===== src/rtl/ch_pkg.sv =====
// Shared constants, types and pointer helper for the channel entry pool.
package ch_pkg;

  localparam int unsigned ENTRY_NUM = 5;
  localparam int unsigned PTR_W     = 3;
  localparam int unsigned PTR_SLOTS = 2 ** PTR_W;

  typedef logic [PTR_W-1:0]     ptr_t;
  typedef logic [ENTRY_NUM-1:0] entry_vec_t;

  // Advance an entry index with wrap at ENTRY_NUM; out-of-range input folds to 0.
  function automatic ptr_t ptr_inc_mod(input ptr_t p);
    if (p >= PTR_W'(ENTRY_NUM - 1)) begin
      return '0;
    end
    return ptr_t'(p + PTR_W'(1));
  endfunction

endpackage


===== src/rtl/ch_first_free.sv =====
// Round-robin first-free search: first set bit of free_i at or after start_ptr_i, with wrap.
module ch_first_free
  import ch_pkg::*;
(
  input  entry_vec_t free_i,
  input  ptr_t       start_ptr_i,
  output ptr_t       first_ptr_o
);

  logic [PTR_SLOTS-1:0] free_ext;
  ptr_t                 idx;
  logic                 found;

  // Zero-extend so every ptr_t value indexes a defined bit.
  assign free_ext = PTR_SLOTS'(free_i);

  always_comb begin
    first_ptr_o = start_ptr_i;
    found       = 1'b0;
    idx         = start_ptr_i;
    for (int unsigned i = 0; i < ENTRY_NUM; i++) begin
      if (!found && free_ext[idx]) begin
        first_ptr_o = idx;
        found       = 1'b1;
      end
      idx = ptr_inc_mod(idx);
    end
  end

endmodule


===== src/rtl/ch_entry_alloc.sv =====
// Writer-side entry pool: allocates the first free entry from a round-robin pointer,
// exposes valid bits and a read port, and accepts per-index releases from the reader.
module ch_entry_alloc
  import ch_pkg::*;
#(
  parameter int unsigned DATA_W = 32
) (
  input  logic              clk_i,
  input  logic              rst_i,
  input  logic              wr_valid_i,
  output logic              wr_ready_o,
  input  logic [DATA_W-1:0] wr_data_i,
  output ptr_t              wr_ptr_o,
  output entry_vec_t        entry_valid_o,
  input  ptr_t              rd_ptr_i,
  output logic [DATA_W-1:0] rd_data_o,
  input  logic              free_valid_i,
  input  ptr_t              free_ptr_i,
  output ptr_t              count_o,
  output logic              full_o,
  output logic              empty_o,
  output logic              err_o
);

  entry_vec_t           entry_valid_q, entry_valid_d;
  ptr_t                 alloc_ptr_q, alloc_ptr_d;
  ptr_t                 count_q, count_d;
  logic                 err_q, err_d;
  logic [DATA_W-1:0]    data_q [ENTRY_NUM];
  logic [PTR_SLOTS-1:0] valid_ext;
  logic                 alloc_fire;
  logic                 free_legal;

  ch_first_free u_first_free (
    .free_i      (~entry_valid_q),
    .start_ptr_i (alloc_ptr_q),
    .first_ptr_o (wr_ptr_o)
  );

  assign full_o     = (count_q == PTR_W'(ENTRY_NUM));
  assign empty_o    = (count_q == '0);
  assign wr_ready_o = ~full_o;
  assign alloc_fire = wr_valid_i & wr_ready_o;

  // Out-of-range release indices land on the zero-extended bits and read as invalid.
  assign valid_ext  = PTR_SLOTS'(entry_valid_q);
  assign free_legal = free_valid_i & valid_ext[free_ptr_i];

  always_comb begin
    entry_valid_d = entry_valid_q;
    alloc_ptr_d   = alloc_ptr_q;
    count_d       = count_q;
    err_d         = err_q;
    if (free_valid_i && !free_legal) begin
      err_d = 1'b1;
    end
    for (int unsigned k = 0; k < ENTRY_NUM; k++) begin
      if (free_legal && free_ptr_i == PTR_W'(k)) begin
        entry_valid_d[k] = 1'b0;
      end
      if (alloc_fire && wr_ptr_o == PTR_W'(k)) begin
        entry_valid_d[k] = 1'b1;
      end
    end
    if (alloc_fire) begin
      alloc_ptr_d = ptr_inc_mod(wr_ptr_o);
    end
    if (alloc_fire && !free_legal) begin
      count_d = ptr_t'(count_q + PTR_W'(1));
    end else if (!alloc_fire && free_legal) begin
      count_d = ptr_t'(count_q - PTR_W'(1));
    end
  end

  always_ff @(posedge clk_i or posedge rst_i) begin
    if (rst_i) begin
      entry_valid_q <= '0;
      alloc_ptr_q   <= '0;
      count_q       <= '0;
      err_q         <= 1'b0;
    end else begin
      entry_valid_q <= entry_valid_d;
      alloc_ptr_q   <= alloc_ptr_d;
      count_q       <= count_d;
      err_q         <= err_d;
    end
  end

  // Payload storage is intentionally not reset.
  always_ff @(posedge clk_i) begin
    for (int unsigned k = 0; k < ENTRY_NUM; k++) begin
      if (alloc_fire && wr_ptr_o == PTR_W'(k)) begin
        data_q[k] <= wr_data_i;
      end
    end
  end

  always_comb begin
    rd_data_o = '0;
    for (int unsigned k = 0; k < ENTRY_NUM; k++) begin
      if (rd_ptr_i == PTR_W'(k)) begin
        rd_data_o = data_q[k];
      end
    end
  end

  assign entry_valid_o = entry_valid_q;
  assign count_o       = count_q;
  assign err_o         = err_q;

endmodule


===== config.mk =====
export PLATFORM = sky130hd
export DESIGN_NAME = ch_entry_alloc
export DESIGN_NICKNAME = d
export VERILOG_FILES = /design/src/rtl/ch_pkg.sv /design/src/rtl/ch_first_free.sv /design/src/rtl/ch_entry_alloc.sv
export SDC_FILE = /design/constraint.sdc
export NUM_CORES = 1
export LEC_CHECK = 0
export ABC_CLOCK_PERIOD_IN_PS = 5900
export BUFFER_PORTS_ARGS = -buffer_cell sky130_fd_sc_hd__buf_4
export CAP_MARGIN = 20
export CORE_ASPECT_RATIO = 1.4
export CORE_MARGIN = 5
export CORE_UTILIZATION = 51
export CTS_CLUSTER_DIAMETER = 30
export DETAILED_ROUTE_END_ITERATION = 6
export MAX_ROUTING_LAYER = met4
export PLACE_DENSITY = 0.74
export SLEW_MARGIN = 5
export SYNTH_ARGS = -nofsm -noshare
export SYNTH_HDL_FRONTEND = slang
export SYNTH_SLANG_ARGS = --single-unit

===== constraint.sdc =====
create_clock -name clk_i -period 5.9 [get_ports clk_i]
set_input_delay 0 -clock clk_i [delete_from_list [all_inputs] [get_ports clk_i]]
set_output_delay 0 -clock clk_i [all_outputs]
set_load 0.01 [all_outputs]

==> results of run 1 <==
## repair_timing
action / 4_1_cts / 5_1_grt
hold buffers: 41 / 0
setup buffers: 0 / 0
hold endpoints to repair: 179 / 0
setup endpoints to repair: 0 / 0
## registers in the layout (all words and copies together) (netlist names)
name / count
data_q: 160
err_o: 1
count_o: 3
alloc_ptr_q: 3
entry_valid_o: 5
## synthesized netlist by cell type, types with 2 or more instances
cell and number:
o21ai_1 2, nor2_1 26, ha_1 10, a22oi_1 14, nor2b_1 7, o221ai_1 2
nand2_1 35, and3_1 5, a21o_1 4, mux2_2 4, buf_1 4, clkbuf_1 17
nand3_1 8, edfxtp_1 160, buf_2 3, a21oi_1 18, nor3_1 4, nor4_1 2
nand3b_1 2, o211ai_1 2, mux2i_1 17, nand2b_1 5, mux4_2 19, xor2_1 2
and2_1 3, o22ai_1 15, nand4_1 3, inv_1 26, nor3b_1 3, a211oi_1 3
dfrtp_1 12, o21ai_0 28
## layer usage
layer  GRT usage [%]  up-vias  share of wire, %
met5               -        -                 0
met3            3.77       27               4.3
li1                -     2179                 -
met4            5.97        0               1.9
met2            34.9      147                54
met1            23.4     2303                40
## through the flow
| step | hold WS (ns) | std cells | worst slack [ns] | total power, W |
|---|---|---|---|---|
| floorplan | -0.135 | 497 | 0.257 | 0.00399 |
| global placement | 0.0457 | 754 | 0.677 | 0.00482 |
| detailed placement | 0.0597 | 755 | 0.514 | 0.00491 |
| CTS | 0.176 | 828 | 0.502 | 0.00618 |
| global route | 0.214 | 830 | 0.0424 | 0.00652 |
| finish | 0.182 | 830 | 0.511 | 0.00613 |
## worst max path at each step
stage	startpoint	end	slack [ns]	cells past startpoint
2_1_floorplan	alloc_ptr_q[0]	data_q[0][128]	0.26	15
3_3_place_gp	alloc_ptr_q[1]	data_q[0][111]	0.68	14
3_5_place_dp	alloc_ptr_q[1]	entry_valid_o[3]	0.51	16
4_1_cts	alloc_ptr_q[1]	data_q[0][102]	0.50	14
5_1_grt	alloc_ptr_q[1]	data_q[0][120]	0.04	16
6_report	alloc_ptr_q[1]	data_q[0][117]	0.51	14
## kinds of logic (layout without fill, tap and decap cells)
group	count (synthesis)	in the layout	synth area share, %
buffers and inverters	53	197	2.89
multiplexers	40	40	8.68
adder cells (fa/ha/maj)	11	11	1.96
AND/OR/NAND/NOR	111	111	7.72
flip-flops	172	172	68.9
AO/OA/AOI/OAI	107	107	9.51
XOR/XNOR	3	3	0.355
## final cells by class
cell class                 count  area (sq um)
sequential                   172          5100
fill                        1007          5010
multi-input combinational    272          2110
timing repair buffer         138          1150
clock buffer                  18           429
clock inverter                14           239
tap                          189           236
inverter                      27           101
## power by group
| part | leakage, nW | internal (W) | total (W) | switching (W) |
|---|---|---|---|---|
| combinational | 1.53 | 0.000941 | 0.00247 | 0.00153 |
| clock | 0.319 | 0.000797 | 0.00125 | 0.000448 |
| sequential | 1.59 | 0.00220 | 0.00242 | 0.000216 |
## critical path, cell delays in order (launching register included)
cell and delay (ns):
dfrtp_1 0.48, ha_1 0.47, nor2b_1 0.21, nor4_1 0.36
ha_1 0.35, and2_1 0.16, ha_1 0.30, o21ai_0 0.14
a2111o_1 0.38, o211a_1 0.13, or4_4 0.58, mux2i_1 0.31
ha_1 0.24, ha_1 0.14, and3_2 0.74
==> impl_metrics.json, run 1 <==
{
  "status": "finished clean",
  "most-common-layout-cells": "160 x edfxtp_1, 95 x buf_4, 41 x dlygate4sd3_1, 35 x nand2_1, 28 x o21ai_0",
  "netlist_area_sq_um": 7410,
  "die_y_um": 153,
  "grt_pass1_wl_mm": 26.0,
  "routedWlPerCell_um": 19.6,
  "timing.final.crit_share_pct": 91.3,
  "drv_cap": 0,
  "ant_nets": 0,
  "p_leak_nw": 3.44,
  "stdcell_area_sq_um": 9370,
  "rr_worst_depth": 14,
  "r2r-start": "alloc_ptr_q[1]",
  "synth_top_area_share_pct": 64.8,
  "portBuffers": 88,
  "synth_top_area_cell": "edfxtp_1",
  "setup_viol": 0,
  "cts_inserted_buffers": 17,
  "finalClockSkew_ns": 0.0123,
  "drt_iter0_drc": 376,
  "critPathKind": "register to register",
  "first_pass_iters": 4,
  "fmax_mhz": 186,
  "final_nets": 681,
  "grt_usage_pct": 19.9,
  "rr_endpoint": "data_q[0][117]",
  "dieArea_sq_um": 17100,
  "syn_nets": 550,
  "num_rows": 52,
  "yosysSeqAreaShare_pct": 68.9,
  "place_hpwl_mm": 10.1,
  "wl_mm": 16.2,
  "required_ns": 5.94,
  "final_core_util_pct": 65.1,
  "path_max_fanout": 33,
  "cts_tree": "yes",
  "ys.flop_type": "edfxtp_1",
  "die_x_um": 112,
  "coreArea_sq_um": 14400,
  "synth_warnings": 0,
  "reg2reg_slack_ns": 0.51,
  "grt_overflow": 0,
  "clockBufferDepth": 2,
  "placed_area_sq_um": 8270,
  "crit_path_end_kind": "register",
  "min_period_ns": 5.39,
  "num_antenna_cells": 0,
  "slew_headroom_pct": 40.4,
  "arrival_ns": 5.43,
  "grt_pass1_vias": 4920,
  "mostFrequentLayoutCell": "edfxtp_1",
  "routed_via_density": 5.61,
  "cts_max_level": 4,
  "ir_drop_v": 0.000497,
  "clkTransAtPathRegs_ns": 0.07,
  "tns_ns": 0,
  "routabilityCongestion": 0.844,
  "finalHoldViolCount": 0,
  "syn_to_final_growth_pct": 26.4,
  "synth_enable_flop_cells": 160,
  "slew_violations": 0,
  "ys_top_cells_by_area": "edfxtp_1 65%, mux4_2 5.8%, dfrtp_1 4.1%",
  "cts-root-buf": "clkbuf_16",
  "antenna_found_initial": 0,
  "io_pins": 89,
  "start_util_pct": 51.5,
  "cts_resized": 0,
  "drc": 0,
  "worst_hold_path_type": "input pin to async pin",
  "ys_async_sr_fraction_pct": 6.98,
  "synth_cell_types": 64,
  "power_density_nw_per_um2": 655,
  "synth.avg_cell_area_sq_um": 14.9,
  "clock_latency_ns": 0.42,
  "cts.sinks": 172,
  "final_layout_size_suffix_gt1_share_pct": 25.9,
  "synth_cells": 497,
  "grt_max_degree": 49,
  "vias": 4656,
  "synth_seq_cells": 172,
  "rsz0062_at_grt": "no",
  "max_slew.worst_pin.slew_ns": 0.894,
  "start_kind": "register"
}
(Power assumes the default switching activity.)
==> run 2: changes to the inputs <==
==> constraint.sdc (replaced) <==
create_clock -name clk_i -period 5.9 [get_ports clk_i]
set_input_delay 0.59 -clock clk_i [delete_from_list [all_inputs] [get_ports clk_i]]
set_output_delay 0.59 -clock clk_i [all_outputs]
set_load 0.01 [all_outputs]
==> run 2 against run 1 <==
Worst setup slack gained 0.16 ns. Sequential share of layout area grew 2.5 points. Combinational power is essentially flat. Maximum frequency grew 3.0%. Via count shrank 3.6%. Non-clock buffer count shrank 38. Largest cell class unchanged. Sequential power is essentially flat. Flip-flop and latch count is the same. Global-route usage shrank 0.76 points. Die area is the same. Core utilization shrank 2.8 points. Count of clock-buffer cells in the layout shrank 1. Critical endpoint is now data_q[0][110].
==> impl_metrics.json, run 2 (same netlist as run 1, synthesis figures left out) <==
{
  "start_util_pct": 51.5,
  "critPathSlowestCell": "and3_2",
  "fmax_mhz": 191,
  "vias": 4489,
  "whs_ns": 0.184,
  "power_density_nw_per_um2": 680,
  "io_pins": 89,
  "mostFrequentLayoutCell": "edfxtp_1",
  "place_hpwl_mm": 10.2,
  "setup_viol": 0,
  "crit_path_start": "alloc_ptr_q[1]",
  "num_antenna_cells": 0,
  "slew_headroom_pct": 39.6,
  "dp.cells": 758,
  "cts_resized": 0,
  "ant_nets": 0,
  "first_pass_iters": 4,
  "r2r-start": "alloc_ptr_q[1]",
  "cts_inserted_buffers": 17,
  "die_x_um": 112,
  "most-common-layout-cells": "160 x edfxtp_1, 99 x buf_4, 35 x nand2_1, 28 x o21ai_0, 26 x inv_1",
  "crit_path_end_kind": "register",
  "finalHoldViolCount": 0,
  "p_leak_nw": 3.29,
  "tns_ns": 0,
  "min_period_ns": 5.23,
  "rsz0062_at_grt": "no",
  "largest_reg_flops": 160,
  "final_layout_size_suffix_gt1_share_pct": 28.0,
  "cpPeakStageDelay_ns": 0.72,
  "drt_iter0_drc": 304,
  "crit_top_cell": "ha_1",
  "routed_via_density": 5.67,
  "placed_area_sq_um": 8290,
  "num_rows": 52,
  "clockBufferDepth": 2,
  "cts.sinks": 172,
  "path_max_fanout": 33,
  "drv_cap": 0,
  "max_flop_register": "data_q",
  "dieArea_sq_um": 17100,
  "timing.final.crit_share_pct": 88.7,
  "p_comb_share_pct": 40.4,
  "clkTransAtPathRegs_ns": 0.06,
  "clock_latency_ns": 0.42,
  "drc": 0,
  "wl_mm": 15.6,
  "antenna_found_initial": 0,
  "ctsHoldBuffers": 0,
  "grt_pass1_wl_mm": 25.0,
  "grt_overflow": 0,
  "start_kind": "register",
  "p_seq_share_pct": 39.6,
  "instances_no_fill": 792,
  "cts_tree": "yes",
  "final_nets": 643,
  "intPower_w": 0.00389,
  "p_switching_w": 0.00221,
  "coreArea_sq_um": 14400,
  "required_ns": 5.94,
  "arrival_ns": 5.27,
  "slew_violations": 0,
  "cts-root-buf": "clkbuf_16",
  "routedWlPerCell_um": 19.7,
  "grt_pass1_vias": 4703,
  "postCtsSetupBuffers": 0,
  "status": "finished clean",
  "worst_hold_path_type": "input pin to async pin",
  "clkPwrFrac_pct": 20.0,
  "die_y_um": 153,
  "cp_num_buf_inv": 1,
  "cts_max_level": 4,
  "ir_drop_v": 0.000827,
  "grt_max_degree": 49,
  "syn_to_final_growth_pct": 20.9,
  "portBuffers": 88,
  "path_cells": "ha_1 > buf_4 > nor2b_1 > nor4_1 > ha_1 > and2_1 > ha_1 > o21ai_0 > a2111o_1 > o211a_1 > or4_4 > mux2i_1 > ha_1 > ha_1 > and3_2",
  "routabilityCongestion": 0.857,
  "max_slew.worst_pin.slew_ns": 0.907,
  "stdcell_area_sq_um": 8960,
  "p_sw_share_pct": 36.2,
  "crit_family": "simple AND/OR/NAND/NOR gates",
  "grt_usage_pct": 19.2,
  "finalClockSkew_ns": 0.00705,
  "critPathKind": "register to register"
}
-- run 2: area by class of cell --
type | count | area (sq um)
fillers | 1019 | 5420
flip-flops and latches | 172 | 5100
multi-input cells | 272 | 2110
repair buffers | 100 | 754
clock buffers | 17 | 425
well taps | 189 | 236
clock inverters | 15 | 230
inverters | 27 | 101
-- run 2: metal layers --
layer,wire length [um],vias to the layer above,part of all wire [%],global-route usage (%)
met5,0,-,0,-
li1,-,2102,-,-
met4,221,0,1.4,5.91
met1,6170,2224,40,22.6
met2,8440,143,54,33.1
met3,765,20,4.9,3.97
-- run 2: metrics by stage --
| step | worst slack [ns] | total power, W | utilization (%) |
|---|---|---|---|
| detailed placement | 0.717 | 0.00492 | 57.7 |
| floorplan | 0.257 | 0.00399 | - |
| CTS | 0.686 | 0.00615 | 62.2 |
| global placement | 0.831 | 0.00484 | 57.6 |
| finish | 0.667 | 0.00610 | 62.3 |
| global route | 0.419 | 0.00647 | 62.3 |
-- run 2: power by group through the flow --
stage,clock [W],combinational (W),sequential [W]
final,0.00122,0.00246,0.00241
after global routing,0.00129,0.00270,0.00247
after CTS,0.00124,0.00249,0.00242
after detailed placement,0,0.00248,0.00243
after global placement,0,0.00244,0.00240
after floorplan,0,0.00162,0.00237
-- run 2: final timing paths --
path                                    end  depth (start not counted)  slack [ns]
max in group asynchronous  entry_valid_o[3]                          2        5.39
min in group clk_i            data_q[0][44]                          1        0.39
hold / removal                   count_o[0]                          2        0.18
hold reg to reg                       err_o                          1        0.52
setup reg to reg             data_q[0][110]                         15        0.67
setup / recovery             data_q[0][110]                         15        0.67
==> run 3: changes to the inputs <==
Settings changed: ABC_CLOCK_PERIOD_IN_PS 5900 to 5120, PLACE_DENSITY 0.74 to 0.71.
Clock period 5.9 ns to 5.12 ns, I/O delays scaled along.
==> run 3 against run 2 <==
Sequential power is 15% higher. Highest routed layer unchanged. Cell count increased by 1.0%. Via count is 2.8% higher. Wire length is 0.85% higher. Count of clock-buffer cells in the layout is the same. First-iteration DRC count decreased by 10%. Critical path depth down 1. Combinational power up 25%. Largest cell class unchanged. Critical endpoint is now wr_ptr_o[2].
==> impl_metrics.json, run 3 (same netlist as run 1, synthesis figures left out) <==
{
  "fin_ws_ns": 0.327,
  "coreArea_sq_um": 14400,
  "io_pins": 89,
  "grt_pass1_vias": 4767,
  "arrival_ns": 4.28,
  "drc": 0,
  "min_period_ns": 4.79,
  "wl_mm": 15.7,
  "p_comb_share_pct": 43.6,
  "critPathSlowestCell": "or4_4",
  "routabilityCongestion": 0.878,
  "mostFrequentLayoutCell": "edfxtp_1",
  "start_util_pct": 51.5,
  "most-common-layout-cells": "160 x edfxtp_1, 108 x buf_4, 35 x nand2_1, 28 x o21ai_0, 26 x inv_1",
  "tns_ns": 0,
  "p_leak_nw": 3.28,
  "clkTransAtPathRegs_ns": 0.07,
  "largest_reg_flops": 160,
  "num_rows": 52,
  "cts-root-buf": "clkbuf_16",
  "clkPwrFrac_pct": 17.2,
  "clockBufferDepth": 2,
  "power_density_nw_per_um2": 788,
  "crit_top_cell": "ha_1",
  "routed_via_density": 5.77,
  "grt_max_degree": 49,
  "max_flop_register": "data_q",
  "final_nets": 651,
  "critPathKind": "register to output pin",
  "required_ns": 4.61,
  "setup_viol": 0,
  "final_layout_size_suffix_gt1_share_pct": 29.3,
  "status": "finished clean",
  "ant_nets": 0,
  "antenna_found_initial": 0,
  "start_kind": "register",
  "ir_drop_v": 0.000713,
  "cpPeakStageDelay_ns": 0.58,
  "cts_max_level": 4,
  "die_y_um": 153,
  "rsz0062_at_grt": "no",
  "slew_headroom_pct": 42.5,
  "intPower_w": 0.00438,
  "dieArea_sq_um": 17100,
  "portBuffers": 88,
  "routedWlPerCell_um": 19.7,
  "cts_tree": "yes",
  "multi_input_area_sq_um": 2120,
  "num_antenna_cells": 0,
  "place_hpwl_mm": 10.5,
  "clock_latency_ns": 0.42,
  "cts_inserted_buffers": 17,
  "drt_iter0_drc": 273,
  "first_pass_iters": 4,
  "timing.final.crit_share_pct": 93.6,
  "syn_to_final_growth_pct": 20.6,
  "fmax_mhz": 209,
  "cts.sinks": 172,
  "die_x_um": 112,
  "grt_pass1_wl_mm": 25.3,
  "pre_cts_slack_ns": 0.155,
  "p_switching_w": 0.00266,
  "finalClockSkew_ns": 0.0119,
  "vias": 4614,
  "slew_violations": 0,
  "worst_hold_path_type": "input pin to async pin",
  "crit_path_end_kind": "output pin",
  "drv_cap": 0,
  "area.sequential_sq_um": 5100,
  "finalHoldViolCount": 0,
  "path_cells": "ha_1 > nor2b_1 > nor4_1 > ha_1 > and2_1 > ha_1 > o21ai_0 > a2111o_1 > o211a_1 > or4_4 > a21oi_4 > buf_4 > inv_2 > buf_4",
  "max_slew.worst_pin.slew_ns": 0.862,
  "grt_usage_pct": 19.8,
  "p_seq_share_pct": 39.1,
  "path_max_fanout": 6,
  "ctsHoldBuffers": 0,
  "grt_overflow": 0,
  "fillers": 1095,
  "p_sw_share_pct": 37.8
}
[run 3: changes by cell type in the layout (fill, tap and decap cells not counted)]
| cell | change |
|---|---|
| bufinv_16 | -5 |
| clkinv_2 | +1 |
| clkinvlp_4 | +2 |
| and3_4 | +2 |
| clkinv_8 | +1 |
| and3_2 | -2 |
| inv_8 | +3 |
| clkinv_1 | -2 |
| buf_4 | +9 |
| buf_6 | -1 |
[run 3: through the flow]
stage / instances / hold WS [ns] / instance area [sq um] / utilization [%] / total power (W)
3_5_place_dp: 766 / 0.478 / 8350 / 58.0 / 0.00586
4_1_cts: 798 / 0.137 / 8910 / 62.0 / 0.00709
3_3_place_gp: 766 / 0.474 / 8350 / 58.0 / 0.00575
2_1_floorplan: 497 / 0.377 / 7410 / - / 0.00460
5_1_grt: 800 / 0.155 / 8940 / 62.2 / 0.00750
6_report: 800 / 0.141 / 8940 / 62.2 / 0.00704
[run 3: cell type report]
| cell class | count | area share (%) |
|---|---|---|
| sequential | 172 | 57.1 |
| multi-input combinational | 272 | 23.7 |
| timing repair buffer | 108 | 9.07 |
| clock buffer | 17 | 4.76 |
| tap | 189 | 2.65 |
| clock inverter | 15 | 1.60 |
| inverter | 27 | 1.13 |
[run 3: timing repair]
item                                    in CTS  in global routing
gates resized for setup                      0                  2
buffers inserted                             0                  0
endpoints found under the setup margin       0                 65
[run 3: power groups by stage]
stage	logic, W	registers (W)	clock network (W)
floorplan	0.00188	0.00272	0
global placement	0.00299	0.00275	0
detailed placement	0.00306	0.00280	0
CTS	0.00308	0.00277	0.00123
global route	0.00337	0.00282	0.00130
finish	0.00307	0.00276	0.00121
[run 3: worst paths after layout]
check	startpoint	endpoint	slack (ns)	cells after the start
max	alloc_ptr_q[0]	wr_ptr_o[2]	0.33	14
min reg2reg	err_o	err_o	0.50	1
min in group clk_i	wr_data_i[21]	data_q[0][85]	0.30	1
max reg2reg	alloc_ptr_q[0]	data_q[0][120]	0.37	14
max in group asynchronous	rst_i	entry_valid_o[1]	4.61	2
min	rst_i	count_o[0]	0.14	2
[run 3: worst max-delay path, delay by kind of cell (launching register included)]
kind	cells	cell delay (ns)
AOI/OAI and AO/OA	4	0.94
and+or+nand+nor	4	1.24
adders and majority gates	3	0.94
DFF	1	0.38
buffers and inverters	3	0.37
[run 3: routing by layer]
metal / global-route usage [%] / wire length (um)
met1: 23.1 / 6100
met3: 3.97 / 788
met2: 33.5 / 8400
met5: - / 0
met4: 7.71 / 446
